==> config.mk <==
export PLATFORM = sky130hd
export DESIGN_NAME = sync_seq_ctrl
export DESIGN_NICKNAME = d
export VERILOG_FILES = /design/src/rtl/sync_seq_ctrl.sv
export SDC_FILE = /design/constraint.sdc
export NUM_CORES = 1
export LEC_CHECK = 0
export BUFFER_PORTS_ARGS = -buffer_cell sky130_fd_sc_hd__buf_2
export CORE_MARGIN = 5
export CORE_UTILIZATION = 57
export DETAILED_ROUTE_END_ITERATION = 7
export GPL_TIMING_DRIVEN = 0
export PLACE_DENSITY = 0.85
export SLEW_MARGIN = 20
export SYNTH_ARGS = -nofsm -noshare
export SYNTH_HDL_FRONTEND = slang
export SYNTH_SLANG_ARGS = --single-unit
==> constraint.sdc <==
create_clock -name clk -period 3.3 [get_ports clk]
set_input_delay 0.165 -clock clk [delete_from_list [all_inputs] [get_ports clk]]
set_output_delay 0.165 -clock clk [all_outputs]
set_load 0.03 [all_outputs]
==> src/rtl/sync_seq_ctrl.sv <==
// Initiator-side sequencer for the template/offset sync engine: streams the template
// and observation windows into the engine, then waits for its offset answer.
//
// state | meaning
// ------+--------------------------------------------------------------
// IDLE  | waiting for start_i; no samples accepted
// CFG   | template capture, accepted samples strobed with sync_cfg_en_o
// DIFF  | observation window, accepted samples strobed with sync_diff_en_o
// WAIT  | waiting for the engine's offset-done pulse, timeout running
// DONE  | offset latched, done_o high for this single cycle
module sync_seq_ctrl #(
    parameter int DATA_W            = 16,
    parameter int TMP_WINDOW_LENGTH = 800,
    parameter int OBS_WINDOW_FACTOR = 2,
    parameter int CNT_W             = 12,
    parameter int TIMEOUT_CYC       = 4096,
    parameter int TO_W              = 13
) (
    input  logic              clk,
    input  logic              reset_n,
    input  logic              start_i,
    input  logic              abort_i,
    input  logic              smp_valid_i,
    input  logic [DATA_W-1:0] smp_data_i,
    output logic              smp_ready_o,
    output logic              sync_cfg_en_o,
    output logic              sync_diff_en_o,
    output logic [DATA_W-1:0] sync_data_o,
    input  logic              sync_offset_done_i,
    input  logic [DATA_W-1:0] sync_offset_i,
    output logic              busy_o,
    output logic              done_o,
    output logic              timeout_o,
    output logic [DATA_W-1:0] offset_o
);

    localparam int OBS_LEN = OBS_WINDOW_FACTOR * TMP_WINDOW_LENGTH;
    localparam logic [CNT_W-1:0] TMP_LAST = CNT_W'(TMP_WINDOW_LENGTH - 1);
    localparam logic [CNT_W-1:0] OBS_LAST = CNT_W'(OBS_LEN - 1);
    localparam logic [TO_W-1:0]  TO_LAST  = TO_W'(TIMEOUT_CYC - 1);

    typedef enum logic [2:0] {
        S_IDLE = 3'd0,
        S_CFG  = 3'd1,
        S_DIFF = 3'd2,
        S_WAIT = 3'd3,
        S_DONE = 3'd4
    } state_t;

    state_t           state;
    logic [CNT_W-1:0] smp_cnt;
    logic [TO_W-1:0]  to_cnt;
    logic             accept;

    // Ready is decoded straight from state so the CFG->DIFF handover has no bubble.
    assign smp_ready_o = (state == S_CFG) || (state == S_DIFF);
    assign accept      = smp_valid_i && smp_ready_o;

    always_ff @(posedge clk or negedge reset_n) begin
        if (!reset_n) begin
            state          <= S_IDLE;
            smp_cnt        <= '0;
            to_cnt         <= '0;
            sync_cfg_en_o  <= 1'b0;
            sync_diff_en_o <= 1'b0;
            sync_data_o    <= '0;
            busy_o         <= 1'b0;
            done_o         <= 1'b0;
            timeout_o      <= 1'b0;
            offset_o       <= '0;
        end else begin
            // A completed handshake is always forwarded, even in an abort cycle.
            sync_cfg_en_o  <= accept && (state == S_CFG);
            sync_diff_en_o <= accept && (state == S_DIFF);
            if (accept) begin
                sync_data_o <= smp_data_i;
            end
            done_o    <= 1'b0;
            timeout_o <= 1'b0;

            if (abort_i) begin
                state   <= S_IDLE;
                smp_cnt <= '0;
                to_cnt  <= '0;
                busy_o  <= 1'b0;
            end else begin
                case (state)
                    S_IDLE: begin
                        if (start_i) begin
                            state   <= S_CFG;
                            smp_cnt <= '0;
                            to_cnt  <= '0;
                            busy_o  <= 1'b1;
                        end
                    end
                    S_CFG: begin
                        if (accept) begin
                            if (smp_cnt == TMP_LAST) begin
                                state   <= S_DIFF;
                                smp_cnt <= '0;
                            end else begin
                                smp_cnt <= smp_cnt + 1'b1;
                            end
                        end
                    end
                    S_DIFF: begin
                        if (accept) begin
                            if (smp_cnt == OBS_LAST) begin
                                state   <= S_WAIT;
                                smp_cnt <= '0;
                                to_cnt  <= '0;
                            end else begin
                                smp_cnt <= smp_cnt + 1'b1;
                            end
                        end
                    end
                    S_WAIT: begin
                        // Checking done first lets a late answer beat the timeout.
                        if (sync_offset_done_i) begin
                            offset_o <= sync_offset_i;
                            done_o   <= 1'b1;
                            state    <= S_DONE;
                            to_cnt   <= '0;
                        end else if (to_cnt == TO_LAST) begin
                            timeout_o <= 1'b1;
                            state     <= S_IDLE;
                            busy_o    <= 1'b0;
                            to_cnt    <= '0;
                        end else begin
                            to_cnt <= to_cnt + 1'b1;
                        end
                    end
                    S_DONE: begin
                        state  <= S_IDLE;
                        busy_o <= 1'b0;
                    end
                    default: begin
                        state  <= S_IDLE;
                        busy_o <= 1'b0;
                    end
                endcase
            end
        end
    end

endmodule
==> results of run 1 <==
state kept, by name (all words and copies together) (netlist names), 3 cells and up:
signal	count
offset_o	16
to_cnt	13
sync_data_o	16
smp_cnt	12
state	3
cell type report:
| type | count | area [um^2] | area share (%) |
|---|---|---|---|
| Clock buffer | 10 | 138 | 3.72 |
| Sequential cell | 65 | 1630 | 43.9 |
| Inverter | 8 | 30.0 | 0.811 |
| Buffer | 13 | 81.3 | 2.20 |
| Clock inverter | 6 | 91.3 | 2.47 |
| Multi-Input combinational cell | 212 | 1260 | 34.1 |
| Timing Repair Buffer | 76 | 388 | 10.5 |
| Tap cell | 70 | 87.6 | 2.36 |
timing repair:
item                                   4_1_cts  5_1_grt
setup endpoints to repair                    0        0
setup buffers                                0        0
gates resized for setup                      0        0
endpoints found under the hold margin       65        0
hold buffers                                 1        0
metrics by stage:
stage | instances | util [%] | worst slack (ps) | total power [uW]
6_report | 460 | 72.5 | 946 | 3220
5_1_grt | 460 | 72.5 | 731 | 3380
4_1_cts | 460 | 72.5 | 993 | 3220
3_5_place_dp | 443 | 67.8 | 1000 | 2450
3_3_place_gp | 443 | 67.8 | 1040 | 2400
2_1_floorplan | 298 | - | 1360 | 2050
power breakdown:
group / internal (uW) / switching [uW] / total, uW
combinational: 429 / 874 / 1300
sequential: 1020 / 120 / 1140
clock: 447 / 324 / 771
cell usage in the layout, fill, tap and decap left out, types with 2 or more instances in the layout:
master	instances
sky130_fd_sc_hd__buf_4	2
sky130_fd_sc_hd__bufinv_16	2
sky130_fd_sc_hd__or3b_2	2
sky130_fd_sc_hd__a21oi_1	12
sky130_fd_sc_hd__ha_1	2
sky130_fd_sc_hd__a31oi_1	3
sky130_fd_sc_hd__o21ai_1	2
sky130_fd_sc_hd__a21o_1	3
sky130_fd_sc_hd__clkbuf_1	4
sky130_fd_sc_hd__buf_6	3
sky130_fd_sc_hd__nor2_1	13
sky130_fd_sc_hd__nand4_1	5
sky130_fd_sc_hd__clkbuf_8	10
sky130_fd_sc_hd__o21ai_0	16
sky130_fd_sc_hd__o22ai_1	4
sky130_fd_sc_hd__a22o_1	4
sky130_fd_sc_hd__nand2_1	64
sky130_fd_sc_hd__inv_1	7
sky130_fd_sc_hd__or3_1	4
sky130_fd_sc_hd__o31ai_1	2
sky130_fd_sc_hd__nand2b_1	6
sky130_fd_sc_hd__and3b_1	2
sky130_fd_sc_hd__and3_1	3
sky130_fd_sc_hd__clkinvlp_4	3
sky130_fd_sc_hd__buf_2	79
sky130_fd_sc_hd__mux2i_1	3
sky130_fd_sc_hd__o21a_1	2
sky130_fd_sc_hd__nand3_1	13
sky130_fd_sc_hd__mux2_2	17
sky130_fd_sc_hd__nor3_1	6
sky130_fd_sc_hd__o41ai_1	2
sky130_fd_sc_hd__a211oi_1	4
sky130_fd_sc_hd__dfrtp_1	65
worst paths after layout:
check / start / endpoint / depth (start not counted)
min in group asynchronous: reset_n / offset_o[1]$_DFFE_PN0P_ / 2
worst max register to register: smp_cnt[0]$_DFFE_PN0P_ / to_cnt[2]$_DFFE_PN0P_ / 7
worst max-delay path: smp_cnt[0]$_DFFE_PN0P_ / to_cnt[2]$_DFFE_PN0P_ / 7
worst min-delay path: sync_offset_i[6] / offset_o[6]$_DFFE_PN0P_ / 3
worst min register to register: to_cnt[10]$_DFFE_PN0P_ / to_cnt[10]$_DFFE_PN0P_ / 1
max in group asynchronous: reset_n / to_cnt[10]$_DFFE_PN0P_ / 2
logic make-up after synthesis:
group           Yosys count  synth area share (%)
fa+ha+maj                 2                 0.834
xor+xnor                  1                 0.292
mux                      20                  7.38
buf+inv                  21                  3.71
compound gates           61                  13.3
simple gates            128                  20.3
flops                    65                  54.2
metal layers:
layer / up-vias / track usage, %
li1: 1233 / -
met1: 1227 / 29.3
met2: 86 / 34.8
met3: 20 / 7.38
met4: 0 / 13.4
met5: - / 0
worst max-delay path, cell delays in order (launching register included):
cell                       delay, ps
sky130_fd_sc_hd__dfrtp_1         430
sky130_fd_sc_hd__ha_1            260
sky130_fd_sc_hd__and4_1          270
sky130_fd_sc_hd__a41o_1          320
sky130_fd_sc_hd__a21oi_1         340
sky130_fd_sc_hd__clkbuf_1        380
sky130_fd_sc_hd__o21ai_0         180
sky130_fd_sc_hd__o21ai_0          90
==> impl_metrics.prom, run 1 <==
# TYPE chip_impl_metric gauge
chip_impl_metric{name="netlist.area_leader.share",unit="%"} 54.2
chip_impl_info{name="cts_tree",value="built"} 1
chip_impl_metric{name="clock_tree.htree_level_count",unit=""} 3
chip_impl_metric{name="hold_viol",unit=""} 0
chip_impl_info{name="synth_most_common_cell",value="sky130_fd_sc_hd__dfrtp_1"} 1
chip_impl_info{name="startpoint_type",value="flip-flop"} 1
chip_impl_metric{name="finalWorstPathRequiredPeriod",unit="ps"} 2350
chip_impl_metric{name="synthArstFlopShare",unit="%"} 100
chip_impl_metric{name="syn-num-nets",unit=""} 338
chip_impl_metric{name="initialDrtViolationCount",unit=""} 304
chip_impl_metric{name="pin_count_of_the_biggest_net_entering_global_routing",unit=""} 66
chip_impl_metric{name="synth_seq_area_share",unit="%"} 54.2
chip_impl_metric{name="post_route_cells_drive_above_1_share",unit="%"} 31.5
chip_impl_metric{name="p_per_area",unit="mW/mm^2"} 868
chip_impl_metric{name="clkSinkCount",unit=""} 65
chip_impl_metric{name="worstSkewPairLatency",unit="ps"} 350
chip_impl_info{name="topRoutingLayerUsed",value="met4"} 1
chip_impl_metric{name="total_clock_buffers_created_by_cts",unit=""} 9
chip_impl_metric{name="drt_wl_total",unit="um"} 7120
chip_impl_info{name="post_synth_most_frequent_cells",value="sky130_fd_sc_hd__dfrtp_1 (65), sky130_fd_sc_hd__nand2_1 (64), sky130_fd_sc_hd__mux2_2 (17), sky130_fd_sc_hd__o21ai_0 (16)"} 1
chip_impl_metric{name="maximum_clock_insertion_buffer_count",unit=""} 2
chip_impl_metric{name="port_buffers",unit=""} 75
chip_impl_metric{name="tns",unit="ps"} 0
chip_impl_metric{name="row_count",unit=""} 26
chip_impl_metric{name="wl_met3",unit="um"} 543
chip_impl_metric{name="antenna_violating_nets_post_route",unit=""} 0
chip_impl_info{name="root_buffer",value="sky130_fd_sc_hd__clkbuf_8"} 1
chip_impl_metric{name="tightestPinTransition",unit="ps"} 792
chip_impl_metric{name="ys_ff_latch",unit=""} 65
chip_impl_metric{name="antenna_diodes",unit=""} 0
chip_impl_info{name="grt_setup_unrepaired",value="no"} 1
chip_impl_info{name="ys.flop_type",value="sky130_fd_sc_hd__dfrtp_1"} 1
chip_impl_metric{name="stdcell_area",unit="mm^2"} 0.00370
chip_impl_metric{name="worst_slew_margin_rel",unit="%"} 47.2
chip_impl_metric{name="placement.cell_area",unit="mm^2"} 0.00346
chip_impl_metric{name="via_count",unit=""} 2566
chip_impl_metric{name="detail_route.wirelength.met1",unit="um"} 2950
chip_impl_metric{name="core_region_area",unit="mm^2"} 0.00511
chip_impl_metric{name="drc",unit=""} 0
chip_impl_metric{name="fillers",unit=""} 353
chip_impl_metric{name="arrival",unit="ps"} 2620
chip_impl_metric{name="viasPerCell",unit=""} 5.58
chip_impl_metric{name="mapped_cell_area",unit="mm^2"} 0.00300
chip_impl_metric{name="timing.final.crit_share",unit="%"} 71.3
chip_impl_metric{name="grt_remaining_overflow",unit=""} 0
chip_impl_info{name="min_path_type",value="primary input to flip-flop"} 1
chip_impl_metric{name="dp_hpwl",unit="um"} 4940
chip_impl_metric{name="worst_hold_slack",unit="ps"} 8.06
chip_impl_metric{name="syn2layout_area_growth",unit="%"} 23.5
chip_impl_metric{name="finalWeightedCongestion",unit=""} 0.788
chip_impl_metric{name="clk_transition_reported_paths",unit="ps"} 70
chip_impl_metric{name="starting_utilization_of_the_core_area",unit="%"} 58.7
chip_impl_metric{name="yosys.cell_types.count",unit=""} 49
chip_impl_metric{name="antenna_found_initial",unit=""} 0
chip_impl_metric{name="first_pass_iters",unit=""} 4
chip_impl_metric{name="grt_usage",unit="%"} 23.1
chip_impl_metric{name="design.portCount",unit=""} 76
chip_impl_metric{name="vdd_ir_drop_max",unit="uV"} 721
chip_impl_metric{name="worst-endpoint-required",unit="ps"} 3570
chip_impl_metric{name="detail_route.wl_per_cell",unit="um"} 15.5
chip_impl_metric{name="setup_violations",unit=""} 0
chip_impl_metric{name="detailed_route_wirelength_on_metal2",unit="um"} 3420
chip_impl_metric{name="fp.dieH",unit="um"} 82.5
chip_impl_metric{name="post_synth_edffs",unit=""} 0
chip_impl_info{name="endpoint_kind",value="flip-flop"} 1
chip_impl_metric{name="grt_pass1_vias",unit=""} 2634
chip_impl_metric{name="synth_warnings",unit=""} 0
chip_impl_metric{name="fp.dieArea",unit="mm^2"} 0.00681
chip_impl_metric{name="finClkSkew",unit="ps"} 6.88
chip_impl_info{name="yosys-top-cells-area",value="sky130_fd_sc_hd__dfrtp_1 (54%), sky130_fd_sc_hd__nand2_1 (8.0%), sky130_fd_sc_hd__mux2_2 (6.4%), sky130_fd_sc_hd__o21ai_0 (2.7%), sky130_fd_sc_hd__nand3_1 (2.2%)"} 1
chip_impl_metric{name="crit_fanout",unit=""} 10
chip_impl_metric{name="cellLeakagePower",unit="uW"} 0.00183
chip_impl_metric{name="drv_cap",unit=""} 0
chip_impl_info{name="outcome",value="complete, no violations"} 1
chip_impl_info{name="yosysTopAreaCell",value="sky130_fd_sc_hd__dfrtp_1"} 1
chip_impl_metric{name="num-nets-final",unit=""} 425
chip_impl_metric{name="synthesis.instances",unit=""} 298
chip_impl_metric{name="timing.reg2reg.setup_slack",unit="ps"} 950
chip_impl_metric{name="finalMaxSlewViolations",unit=""} 0
chip_impl_info{name="critical_path_class",value="flip-flop to flip-flop"} 1
chip_impl_metric{name="max_clock_freq",unit="MHz"} 425
chip_impl_metric{name="die_width",unit="um"} 82.5
chip_impl_metric{name="synth_area_per_inst",unit="um^2"} 10.1
chip_impl_metric{name="grt_pass1_wl",unit="um"} 11800
Note: power is estimated with default switching activity, not from simulation.
==> inputs of run 2 (changes only) <==
--- a/config.mk
+++ b/config.mk
@@ -5,12 +5,13 @@
 export SDC_FILE = /design/constraint.sdc
 export NUM_CORES = 1
 export LEC_CHECK = 0
+export ABC_AREA = 1
 export BUFFER_PORTS_ARGS = -buffer_cell sky130_fd_sc_hd__buf_2
 export CORE_MARGIN = 5
-export CORE_UTILIZATION = 57
+export CORE_UTILIZATION = 49
 export DETAILED_ROUTE_END_ITERATION = 7
 export GPL_TIMING_DRIVEN = 0
-export PLACE_DENSITY = 0.85
+export PLACE_DENSITY = 0.76
 export SLEW_MARGIN = 20
 export SYNTH_ARGS = -nofsm -noshare
 export SYNTH_HDL_FRONTEND = slang
==> constraint.sdc (replaced) <==
create_clock -name clk -period 2.08 [get_ports clk]
set_input_delay 0.104 -clock clk [delete_from_list [all_inputs] [get_ports clk]]
set_output_delay 0.104 -clock clk [all_outputs]
set_load 0.03 [all_outputs]
==> impl_metrics.prom, run 2 <==
# TYPE chip_impl_metric gauge
chip_impl_metric{name="viasPerCell",unit=""} 5.18
chip_impl_metric{name="cts_hold_repair.buffers",unit=""} 33
chip_impl_metric{name="die_width",unit="um"} 92.6
chip_impl_metric{name="netlist.area_leader.share",unit="%"} 48.7
chip_impl_metric{name="pin_count_of_the_biggest_net_entering_global_routing",unit=""} 45
chip_impl_metric{name="post_cts_gate_resize_count",unit=""} 0
chip_impl_metric{name="clkSinkCount",unit=""} 65
chip_impl_metric{name="fp.dieArea",unit="mm^2"} 0.00857
chip_impl_info{name="layout.cells.most_common",value="sky130_fd_sc_hd__nand2_1"} 1
chip_impl_metric{name="drc",unit=""} 0
chip_impl_metric{name="tightestPinTransition",unit="ps"} 491
chip_impl_metric{name="wl_met3",unit="um"} 443
chip_impl_metric{name="finalWeightedCongestion",unit=""} 0.883
chip_impl_metric{name="mapped_cell_area",unit="mm^2"} 0.00334
chip_impl_metric{name="cellLeakagePower",unit="uW"} 0.00228
chip_impl_metric{name="hold_viol",unit=""} 0
chip_impl_info{name="critical_path_class",value="flip-flop to flip-flop"} 1
chip_impl_metric{name="antenna_diodes",unit=""} 0
chip_impl_metric{name="stdcell_area",unit="mm^2"} 0.00440
chip_impl_metric{name="finClkSkew",unit="ps"} 3.92
chip_impl_metric{name="num-nets-final",unit=""} 553
chip_impl_metric{name="timing.final.crit_share",unit="%"} 87.7
chip_impl_metric{name="maximum_clock_insertion_buffer_count",unit=""} 2
chip_impl_info{name="endpoint_kind",value="flip-flop"} 1
chip_impl_metric{name="place_worst_setup_slack",unit="ps"} 324
chip_impl_info{name="grt_setup_unrepaired",value="no"} 1
chip_impl_metric{name="fillers",unit=""} 519
chip_impl_metric{name="core_region_area",unit="mm^2"} 0.00672
chip_impl_metric{name="worst_slew_margin_rel",unit="%"} 67.3
chip_impl_metric{name="crit_fanout",unit=""} 6
chip_impl_info{name="startpoint_type",value="flip-flop"} 1
chip_impl_metric{name="total_clock_buffers_created_by_cts",unit=""} 9
chip_impl_metric{name="synth_area_per_inst",unit="um^2"} 8.46
chip_impl_metric{name="port_buffers",unit=""} 73
chip_impl_metric{name="grt_pass1_wl",unit="um"} 14300
chip_impl_metric{name="yosys.cell_types.count",unit=""} 36
chip_impl_info{name="cts_tree",value="built"} 1
chip_impl_metric{name="drt_wl_total",unit="um"} 8600
chip_impl_info{name="yosysTopAreaCell",value="sky130_fd_sc_hd__dfrtp_1"} 1
chip_impl_metric{name="p_per_area",unit="mW/mm^2"} 1200
chip_impl_info{name="most-common-layout-cells",value="sky130_fd_sc_hd__nand2_1 (130), sky130_fd_sc_hd__buf_2 (73), sky130_fd_sc_hd__dfrtp_1 (65), sky130_fd_sc_hd__nand3_1 (34), sky130_fd_sc_hd__dlygate4sd3_1 (33)"} 1
chip_impl_metric{name="syn2layout_area_growth",unit="%"} 31.5
chip_impl_metric{name="worstSkewPairLatency",unit="ps"} 350
chip_impl_metric{name="row_count",unit=""} 30
chip_impl_metric{name="compound_gate_fraction_of_synth_area",unit="%"} 4.34
chip_impl_metric{name="hold_path_depth",unit=""} 2
chip_impl_metric{name="grt_remaining_overflow",unit=""} 0
chip_impl_metric{name="detailed_route_wirelength_on_metal2",unit="um"} 4670
chip_impl_metric{name="post_cts.repair.setup_buffers",unit=""} 0
chip_impl_metric{name="dp_hpwl",unit="um"} 5690
chip_impl_metric{name="post_synth_edffs",unit=""} 0
chip_impl_metric{name="setup_ws",unit="ps"} 256
chip_impl_metric{name="detail_route.wirelength.met1",unit="um"} 3290
chip_impl_metric{name="synthSimpleGateAreaFrac",unit="%"} 32.9
chip_impl_info{name="dominant_combinational_cell_family_by_area_after_synthesis",value="simple AND/OR/NAND/NOR gates"} 1
chip_impl_metric{name="synthesis.instances",unit=""} 395
chip_impl_metric{name="clock_tree.htree_level_count",unit=""} 3
chip_impl_metric{name="placement.cell_area",unit="mm^2"} 0.00383
chip_impl_metric{name="finalMaxSlewViolations",unit=""} 0
chip_impl_info{name="yosys-top-cells-area",value="sky130_fd_sc_hd__dfrtp_1 (49%), sky130_fd_sc_hd__nand2_1 (15%), sky130_fd_sc_hd__nand3_1 (5.1%), sky130_fd_sc_hd__mux2_1 (3.4%), sky130_fd_sc_hd__nor2_1 (3.3%)"} 1
chip_impl_metric{name="synth_warnings",unit=""} 0
chip_impl_metric{name="antenna_found_initial",unit=""} 0
chip_impl_metric{name="first_pass_iters",unit=""} 5
chip_impl_metric{name="finalWorstPathRequiredPeriod",unit="ps"} 1820
chip_impl_metric{name="antenna_violating_nets_post_route",unit=""} 0
chip_impl_info{name="ys.flop_type",value="sky130_fd_sc_hd__dfrtp_1"} 1
chip_impl_info{name="post_synth_most_frequent_cells",value="sky130_fd_sc_hd__nand2_1 (130), sky130_fd_sc_hd__dfrtp_1 (65), sky130_fd_sc_hd__nand3_1 (34), sky130_fd_sc_hd__nor2_1 (29), sky130_fd_sc_hd__inv_1 (28)"} 1
chip_impl_metric{name="via_count",unit=""} 3097
chip_impl_info{name="min_path_type",value="primary input to flip-flop"} 1
chip_impl_metric{name="setup_violations",unit=""} 0
chip_impl_info{name="topRoutingLayerUsed",value="met4"} 1
chip_impl_info{name="synth_most_common_cell",value="sky130_fd_sc_hd__nand2_1"} 1
chip_impl_metric{name="clk_transition_reported_paths",unit="ps"} 70
chip_impl_metric{name="yosys.area_share.adder",unit="%"} 0.749
chip_impl_metric{name="synth_seq_area_share",unit="%"} 48.7
chip_impl_metric{name="drv_cap",unit=""} 0
chip_impl_metric{name="detail_route.wl_per_cell",unit="um"} 14.4
chip_impl_metric{name="ys_ff_latch",unit=""} 65
chip_impl_metric{name="synth_mux_area_share",unit="%"} 5.39
chip_impl_metric{name="tns",unit="ps"} 0
chip_impl_metric{name="yosys.area_share.xor_xnor",unit="%"} 1.31
chip_impl_metric{name="post_route_cells_drive_above_1_share",unit="%"} 25.5
chip_impl_metric{name="design.portCount",unit=""} 76
chip_impl_metric{name="ff2ff_path_depth",unit=""} 10
chip_impl_metric{name="vdd_ir_drop_max",unit="uV"} 622
chip_impl_metric{name="synthArstFlopShare",unit="%"} 100
chip_impl_info{name="reg_top3",value="offset_o x16, sync_data_o x16, to_cnt x13"} 1
chip_impl_metric{name="initialDrtViolationCount",unit=""} 111
chip_impl_metric{name="grt_usage",unit="%"} 21.1
chip_impl_info{name="root_buffer",value="sky130_fd_sc_hd__clkbuf_8"} 1
chip_impl_metric{name="max_clock_freq",unit="MHz"} 548
chip_impl_metric{name="grt_pass1_vias",unit=""} 3080
chip_impl_metric{name="starting_utilization_of_the_core_area",unit="%"} 49.7
chip_impl_metric{name="arrival",unit="ps"} 2060
chip_impl_metric{name="syn-num-nets",unit=""} 435
chip_impl_metric{name="worst-endpoint-required",unit="ps"} 2320
chip_impl_info{name="outcome",value="complete, no violations"} 1
chip_impl_metric{name="fp.dieH",unit="um"} 92.6
-- run 2: kinds of logic after synthesis --
| family | after synthesis |
|---|---|
| compound gates | 26 |
| xor+xnor | 5 |
| fa+ha+maj | 2 |
| buf+inv | 47 |
| flops | 65 |
| mux | 16 |
| simple gates | 234 |
-- run 2: path summary, 6_finish.rpt --
| kind | to | slack (ps) | startpoint |
|---|---|---|---|
| min reg2reg | offset_o[9]$_DFFE_PN0P_ | 470 | offset_o[9]$_DFFE_PN0P_ |
| max | state[1]$_DFFE_PN0P_ | 260 | smp_cnt[0]$_DFFE_PN0P_ |
| max reg2reg | state[1]$_DFFE_PN0P_ | 260 | smp_cnt[0]$_DFFE_PN0P_ |
| min in group asynchronous | smp_cnt[9]$_DFFE_PN0P_ | 190 | reset_n |
| max in group asynchronous | offset_o[14]$_DFFE_PN0P_ | 1370 | reset_n |
| min | state[2]$_DFFE_PN0P_ | 40 | abort_i |
-- run 2: report_power, final --
group,switching (uW),internal (uW)
Clock,483,797
Combinational,1470,690
Sequential,206,1610
Total,2160,3100
-- run 2: cell type report --
cell class,count,area (um^2),area share (%)
sequential,65,1630,37.0
clock inverter,5,104,2.36
timing repair buffer,107,718,16.3
tap,80,100,2.28
multi-input combinational,283,1490,34.0
inverter,39,149,3.39
buffer,8,72.6,1.65
clock buffer,11,131,2.99
-- run 2: routing by layer --
metal  GRT usage [%]  up-vias
met2            38.0       86
met5               0        -
met1            24.1     1479
met4            8.54        0
li1                -     1517
met3            4.71       15
-- run 2: critical path: stages, from the launching register on --
cell	delay (ps)
sky130_fd_sc_hd__dfrtp_1	470
sky130_fd_sc_hd__ha_1	230
sky130_fd_sc_hd__nand2_2	110
sky130_fd_sc_hd__nor2_1	110
sky130_fd_sc_hd__nand3_1	160
sky130_fd_sc_hd__nand3_1	160
sky130_fd_sc_hd__nand2_2	130
sky130_fd_sc_hd__nor2_2	150
sky130_fd_sc_hd__nand2_1	80
sky130_fd_sc_hd__nand2_1	60
sky130_fd_sc_hd__nand2_1	50
-- run 2: metrics by stage --
stage	utilization, %	total power (uW)	hold WS (ps)	std cells
2_1_floorplan	-	3280	-192	395
3_3_place_gp	56.7	3860	303	548
3_5_place_dp	57.0	3910	20.7	549
4_1_cts	65.4	5250	32.5	598
5_1_grt	65.4	5510	48.3	598
6_report	65.4	5260	41.6	598
